`src/rtl/fp_pkg.sv`:
```
// Shared single-precision definitions for the FP datapath blocks.
// Holds the float field widths, the converter FSM states and the packed word layout.
package fp_pkg;

   localparam int FP_BIAS  = 127;
   localparam int FP_EXP_W = 8;
   localparam int FP_MAN_W = 23;

   typedef enum logic [1:0] {
      IDLE  = 2'd0,
      NORM  = 2'd1,
      ROUND = 2'd2,
      DONE  = 2'd3
   } state_e;

   typedef struct packed {
      logic                sign;
      logic [FP_EXP_W-1:0] exp;
      logic [FP_MAN_W-1:0] man;
   } fp_t;

   // Returns 32 for an all-zero word.
   function automatic logic [5:0] lzc32(input logic [31:0] v);
      logic [5:0] n;
      n = 6'd32;
      for (int i = 0; i < 32; i++) begin
         if (v[i]) n = 6'(31 - i);
      end
      return n;
   endfunction

endpackage

```
`src/rtl/fp_round_pack.sv`:
```
// Rounds a normalized 32-bit magnitude to nearest-even and packs it.
// mag_i[31] is the hidden bit whenever zero_i is low.
module fp_round_pack
   import fp_pkg::*;
(
   input  logic        sign_i,
   input  logic [7:0]  exp_i,
   input  logic [31:0] mag_i,
   input  logic        zero_i,
   output logic [31:0] word_o
);

   logic [22:0] man;
   logic        g;
   logic        st;
   logic        up;
   logic [23:0] inc;
   fp_t         res;

   always_comb begin
      man = mag_i[30:8];
      g   = mag_i[7];
      st  = |mag_i[6:0];
      up  = g & (st | man[0]);
      inc = {1'b0, man} + {23'd0, up};
      res = '0;
      if (!zero_i) begin
         res.sign = sign_i;
         res.exp  = inc[23] ? exp_i + 8'd1 : exp_i;
         res.man  = inc[23] ? 23'd0 : inc[22:0];
      end
   end

   assign word_o = res;

endmodule

```
`src/rtl/fp_from_int.sv`:
```
// Iterative 32-bit integer to single-precision converter.
// Normalizes with bounded left shifts, then rounds and packs in one cycle.
module fp_from_int
   import fp_pkg::*;
#(
   parameter int SHIFT_STEP = 1
)
(
   input  logic        clk,
   input  logic        rst_n,
   input  logic        in_valid,
   output logic        in_ready,
   input  logic [31:0] in_data,
   input  logic        in_signed,
   output logic        out_valid,
   input  logic        out_ready,
   output logic [31:0] out_data,
   output logic        busy
);

   state_e      state_q, state_d;
   logic [31:0] mag_q, mag_d;
   logic [7:0]  exp_q, exp_d;
   logic        sign_q, sign_d;
   logic        zero_q, zero_d;
   logic [31:0] out_q, out_d;
   logic [31:0] rnd_word;
   logic [5:0]  lz;
   logic [5:0]  step;
   logic        neg;

   // Clamp the shift so the leading one lands exactly on bit 31.
   always_comb begin
      lz   = lzc32(mag_q);
      step = (lz > 6'(SHIFT_STEP)) ? 6'(SHIFT_STEP) : lz;
   end

   fp_round_pack u_round (
      .sign_i (sign_q),
      .exp_i  (exp_q),
      .mag_i  (mag_q),
      .zero_i (zero_q),
      .word_o (rnd_word)
   );

   always_comb begin
      state_d = state_q;
      mag_d   = mag_q;
      exp_d   = exp_q;
      sign_d  = sign_q;
      zero_d  = zero_q;
      out_d   = out_q;
      neg     = in_signed & in_data[31];
      unique case (state_q)
         IDLE: begin
            if (in_valid) begin
               sign_d  = neg;
               mag_d   = neg ? (~in_data + 32'd1) : in_data;
               exp_d   = 8'(FP_BIAS + 31);
               zero_d  = 1'b0;
               state_d = NORM;
            end
         end
         NORM: begin
            if (mag_q == 32'd0) begin
               zero_d  = 1'b1;
               state_d = ROUND;
            end else if (mag_q[31]) begin
               state_d = ROUND;
            end else begin
               mag_d = mag_q << step;
               exp_d = exp_q - {2'b00, step};
            end
         end
         ROUND: begin
            out_d   = rnd_word;
            state_d = DONE;
         end
         DONE: begin
            if (out_ready) state_d = IDLE;
         end
         default: state_d = IDLE;
      endcase
   end

   always_ff @(posedge clk or negedge rst_n) begin
      if (!rst_n) begin
         state_q <= IDLE;
         mag_q   <= '0;
         exp_q   <= '0;
         sign_q  <= 1'b0;
         zero_q  <= 1'b0;
         out_q   <= '0;
      end else begin
         state_q <= state_d;
         mag_q   <= mag_d;
         exp_q   <= exp_d;
         sign_q  <= sign_d;
         zero_q  <= zero_d;
         out_q   <= out_d;
      end
   end

   assign in_ready  = (state_q == IDLE);
   assign out_valid = (state_q == DONE);
   assign busy      = (state_q != IDLE);
   assign out_data  = out_q;

endmodule

```
`config.mk`:
```
export PLATFORM = sky130hd
export DESIGN_NAME = fp_from_int
export DESIGN_NICKNAME = d
export VERILOG_FILES = /design/src/rtl/fp_pkg.sv /design/src/rtl/fp_round_pack.sv /design/src/rtl/fp_from_int.sv
export SDC_FILE = /design/constraint.sdc
export NUM_CORES = 1
export LEC_CHECK = 0
export BUFFER_PORTS_ARGS = -buffer_cell sky130_fd_sc_hd__buf_2
export CORE_ASPECT_RATIO = 1.5
export CORE_MARGIN = 10
export CORE_UTILIZATION = 40
export CTS_BUF_LIST = sky130_fd_sc_hd__clkbuf_4 sky130_fd_sc_hd__clkbuf_8
export CTS_CLUSTER_SIZE = 12
export DETAILED_ROUTE_END_ITERATION = 8
export GPL_TIMING_DRIVEN = 0
export PLACE_DENSITY_LB_ADDON = 0.2
export REMOVE_ABC_BUFFERS = 1
export SYNTH_ARGS = -nofsm -noshare
export SYNTH_HDL_FRONTEND = slang
export SYNTH_HIERARCHICAL = 1
export SYNTH_SLANG_ARGS = --single-unit
```
`constraint.sdc`:
```
create_clock -name clk -period 2.9 [get_ports clk]
set_clock_uncertainty 0.2 [all_clocks]
set_input_delay 0.29 -clock clk [delete_from_list [all_inputs] [get_ports clk]]
set_output_delay 0.29 -clock clk [all_outputs]
set_load 0.01 [all_outputs]
```
After elaboration in Yosys (flattened, before gate mapping)
Index checks and enable logic that the tools add are counted.
Operators by class
  add/subtract/negate cells: 4
  $lt $le $gt $ge: 1
  equal/unequal tests: 9
  shifts and indexed selects: 1
  multiplexer cells: 53
  bitwise logic cells: 4
  reductions and logical operators: 10
Operators by type and width (count)
  2-to-1 mux 6 bit: 33
  2-to-1 mux 32 bit: 5
  one-hot mux 32 bit (2 select lines): 1
  adder 32 x 1 -> 32 bit, second input constant: 1
  zero test 32 bit: 1
  2-to-1 mux 8 bit: 4
  inverter 32 bit: 1
  left shift 32 x 6 -> 32 bit: 1
  adder 23 x 1 -> 24 bit: 1
  2-to-1 mux 23 bit: 1
  one-hot mux 8 bit (2 select lines): 1
  AND reduction 3 bit: 3
  adder 8 x 1 -> 8 bit, second input constant: 1
  2-to-1 mux 2 bit: 4
  inequality test 2 bit, second input constant: 4
  one-hot mux 2 bit (4 select lines): 1
  subtractor 8 x 6 -> 8 bit: 1
  OR reduction 7 bit: 1
  > comparator 6 x 1 -> 1 bit, second input constant: 1
  == test 2 bit, second input constant: 2
  AND reduction 4 bit: 1
  nonzero test 2 bit: 2
  inequality test 3 bit, second input constant: 1
  bitwise AND 1 bit: 2
  other kinds (7): 8
Storage, ports and cells
  flip-flop bits (word level): 76
  input bits: 37
  output and inout port bits: 35
  word-level logic and storage cells: 89

Depth between registers and ports, before layout
  word-level depth: 38
  gate-level depth with buffers: 9
  mapped depth without buffers: 8

Cells and area by module
The synthesis kept the hierarchy.
By module, submodules not included
  fp_from_int: instances 1, cells an instance 432, area an instance 4335.4 µm², seq. area each 1901.8 µm²
  fp_round_pack: instances 1, cells an instance 146, area an instance 888.4 µm², seq. area each 0.0 µm²

Worst setup path after synthesis
OpenSTA, ideal clock, no wires.
  path type: reg-to-reg
  start point: register state_q[1]
  end point: register mag_q[10]
  library setup time: 125 ps
  arrival: 2136 ps
  required time: 2575 ps
  setup slack: 440 ps
  cell stages (with the launch flop): 9
  path buffers: 1
  clock period less this slack: 2460 ps
  cells stage by stage: dfrtp_1 > inv_1 > ha_1 > inv_1 > nor2_1 > o211ai_1 > nand2_1 > clkbuf_1 > mux2_2
On the way
  longest elaborated chain between the ends: 3
  elaborated cells on any way between the ends: 8
  those cells by class: eq/ne (4); mux (1); reduce/logical (3)
RTL lines
  start: declaration: RTL line fp_from_int.sv:21  | state_e state_q, state_d;
  start signal: assignment: RTL line fp_from_int.sv:95  | state_q <= state_d;
  == test 2 x 1 -> 1 bit or zero test 2 bit (tied branches): RTL line fp_from_int.sv:54  | unique case (state_q)
  inequality test 2 bit (no line) or nonzero test 2 bit (tied branches)
  AND reduction 4 bit (no line)
  end signal: assignment: RTL line fp_from_int.sv:96  | mag_q <= mag_d;
  end: declaration: RTL line fp_from_int.sv:22  | logic [31:0] mag_q, mag_d;
Several ways; a longest one is shown, not always the timed one.
A chain may end at the register's enable or synchronous reset.

Worst setup path in the final report
  start point: register state_q[1]
  end point: register mag_q[1]
Same word-level chain as after synthesis.

==> impl_metrics.toml <==
[sta]
holdWs_ps = 25.7
fmax_mhz = 371
maxSlewHeadroom_pct = 39.6
rsz0062_at_grt = "false"
hold_violations = 0
slew_viol_final = 0
period_needed_ps = 2690
setup_violations = 0
min_period_over_period_pct = 92.9
worst_slack_ps = 206
tightest_slew_ps = 903

[detailed_routing]
wl_um = 15300
dr.pass1.iters = 5
antenna_left = 0
drt_iter0_drc = 287
post_drt_wl_per_cell_um = 19.0
vias = 4759
drc_errors = 0
vias_per_cell = 5.90

[setup_path]
crit_fanout = 17
end_kind = "flip-flop"
crit_type = "reg -> reg"
r2r-end = "mag_q[1]"
rr_startpoint = "state_q[1]"
r2r_setup_slack_ps = 210
ff2ff_path_depth = 9
crit_arrival_ps = 2740
path_buf_inv = 4
crit_required_ps = 2940
crit_path_frequent_cell = "buf_4"
crit_slowest_cell = "dfrtp_1"
cpPeakStageDelay_ps = 420
path_delay_family = "buffers and inverters"
path_cells = "inv_1 -> ha_4 -> clkinvlp_4 -> nor2_4 -> o211ai_1 -> buf_4 -> buf_4 -> nand2_4 -> mux2_2"
critPathLaunchType = "flip-flop"

[layout]
fillers = 1286
finalCoreUtilization_pct = 46.9
most-common-layout-cells = "76 x dfrtp_1, 70 x buf_2, 41 x mux2_2"
area_growth_pct = 15.7
final_nets = 693
drive_gt1_share_pct = 23.5
final_common_cell = "dfrtp_1"
antenna_cells = 0

[min_path]
whs_path_depth = 3
hp-class = "in -> reg"
whs_endpoint = "mag_q[31]"
min-delay-start = "in_signed"

[die]
core_area_mm2 = 0.0129
die-width_um = 113
die_h_um = 160
pin_count = 72
dieArea_mm2 = 0.0181
initial_core_util_pct = 40.5
rows = 51

[clock_network]
clkTransAtPathRegs_ps = 90
htree_levels = 3
cts_buffers = 9
cts.sinks = 76
cts_tree = "yes"
clock_path_buffers = 2
clk_latency_ps = 360
cts_root_buf = "clkbuf_8"

[synth]
ys_ff_latch = 76
synthFlopType = "dfrtp_1"
syn_area_mm2 = 0.00522
syn_area_per_cell_um2 = 9.04
synth_cell_types = 58
synth-compound-area-share_pct = 17.2
synth-seq-area-share_pct = 36.4
yosys.area_share.simple_pct = 21.4
syn_inst = 578
synth_top_family_by_area = "simple AND/OR/NAND/NOR gates"
synth-adder-area-share_pct = 3.50
synthArstFlopShare_pct = 100
yosys_warnings = 6
muxShareOfSynthArea_pct = 10.4
synth_edf_count = 0
yosys.area_share.xor_xnor_pct = 6.20

[global_routing]
grt_pass1_wl_um = 24900
track_usage_pct = 16.8
antenna_found_initial = 0
grt_max_degree = 59
grt_overflow = 0
grt_pass1_vias = 4851

[power]
peakVddDrop_v = 0.000700
leakage_nw = 2.51
power_density_mw_per_mm2 = 924

[place]
numPortBuffers = 71
place_congestion = 0.855
hpwlAfterDp_um = 11300
dp_slack_ps = -2020

[status]
outcome = "finished, final reports clean"

[run]
maxCapViolCount = 0
## synthesized netlist by cell type (all sizes together) (9+ instances only)
| cell type | count | area, um^2 |
|---|---|---|
| o21ai | 22 | 110 |
| ha | 13 | 163 |
| dfrtp | 76 | 1900 |
| inv | 31 | 116 |
| nand3 | 21 | 105 |
| mux2 | 44 | 495 |
| or4 | 15 | 116 |
| a31oi | 14 | 87.6 |
| nand2 | 36 | 135 |
| a21oi | 38 | 190 |
| clkbuf | 26 | 97.6 |
| xnor2 | 26 | 228 |
| or3 | 11 | 68.8 |
| nor3 | 16 | 80.1 |
| xor2 | 11 | 96.3 |
| o31ai | 11 | 82.6 |
| nand4 | 16 | 115 |
| nor2 | 40 | 150 |
| o221ai | 9 | 78.8 |
| nor4 | 18 | 143 |
## flip-flops by register name, indices dropped and copies added, names as in the netlist
| register | flops |
|---|---|
| exp_q | 8 |
| mag_q | 32 |
| out_data | 32 |
| sign_q | 1 |
| state_q | 2 |
| zero_q | 1 |
## worst min-delay path, cell delays in order
cell     delay, ps
buf_2          100
a21o_1         100
a22oi_1         50
## what timing repair did
action | in CTS | in global routing
hold buffers | 1 | 0
pin swaps | 2 | 0
setup buffers | 4 | 0
cloned | 0 | 0
setup endpoints to repair | 57 | 30
hold endpoints to repair | 76 | 0
resized for setup | 10 | 3
## where the power goes
part / leakage [nW] / internal, mW / switching, mW
logic: 1.50 / 1.21 / 1.35
clock network: 0.103 / 0.434 / 0.423
registers: 0.906 / 1.52 / 0.655
total: 2.51 / 3.16 / 2.42
## logic make-up (layout without fill, tap and decap cells)
logic type | after synthesis | count (layout)
AND/OR/NAND/NOR | 202 | 202
AO/OA/AOI/OAI | 136 | 136
flip-flops | 76 | 76
buffers and inverters | 62 | 127
multiplexers | 49 | 49
XOR/XNOR | 37 | 37
adder cells (fa/ha/maj) | 14 | 14
other | 2 | 6
## stage by stage
stage,total power [mW],area (um^2),setup TNS [ps],instances
after floorplan,3.72,5110,-53310,551
after global placement,4.56,5660,-140370,781
after detailed placement,4.67,5730,-67200,785
after CTS,5.64,6030,0,806
after global routing,6.03,6040,0,806
final,5.59,6040,0,806
## per-layer routing
| metal | share of wire, % | up-vias | global-route usage (%) | wire length (um) |
|---|---|---|---|---|
| met1 | 38 | 2316 | 18.9 | 5870 |
| met5 | 0 | - | 0 | 0 |
| li1 | - | 2278 | - | - |
| met4 | 3.6 | 0 | 7.87 | 558 |
| met3 | 4.6 | 33 | 3.26 | 710 |
| met2 | 53 | 132 | 29.3 | 8160 |
## worst max path at each step
stage	startpoint	to	cells past startpoint
finish	state_q[1]	mag_q[1]	9
global route	state_q[1]	mag_q[7]	9
CTS	mag_q[7]	out_data[29]	5
detailed placement	state_q[1]	mag_q[1]	9
global placement	state_q[1]	mag_q[10]	7
floorplan	state_q[1]	mag_q[10]	7
## cell type report
| type | instances | area [um^2] | area share (%) |
|---|---|---|---|
| tap | 159 | 199 | 3.29 |
| clock buffer | 11 | 145 | 2.40 |
| timing repair buffer | 80 | 459 | 7.60 |
| clock inverter | 5 | 60.1 | 0.994 |
| sequential | 76 | 1900 | 31.5 |
| multi-input combinational | 444 | 3160 | 52.3 |
| inverter | 31 | 120 | 1.99 |
No activity file was read; power rests on OpenSTA's default activity.
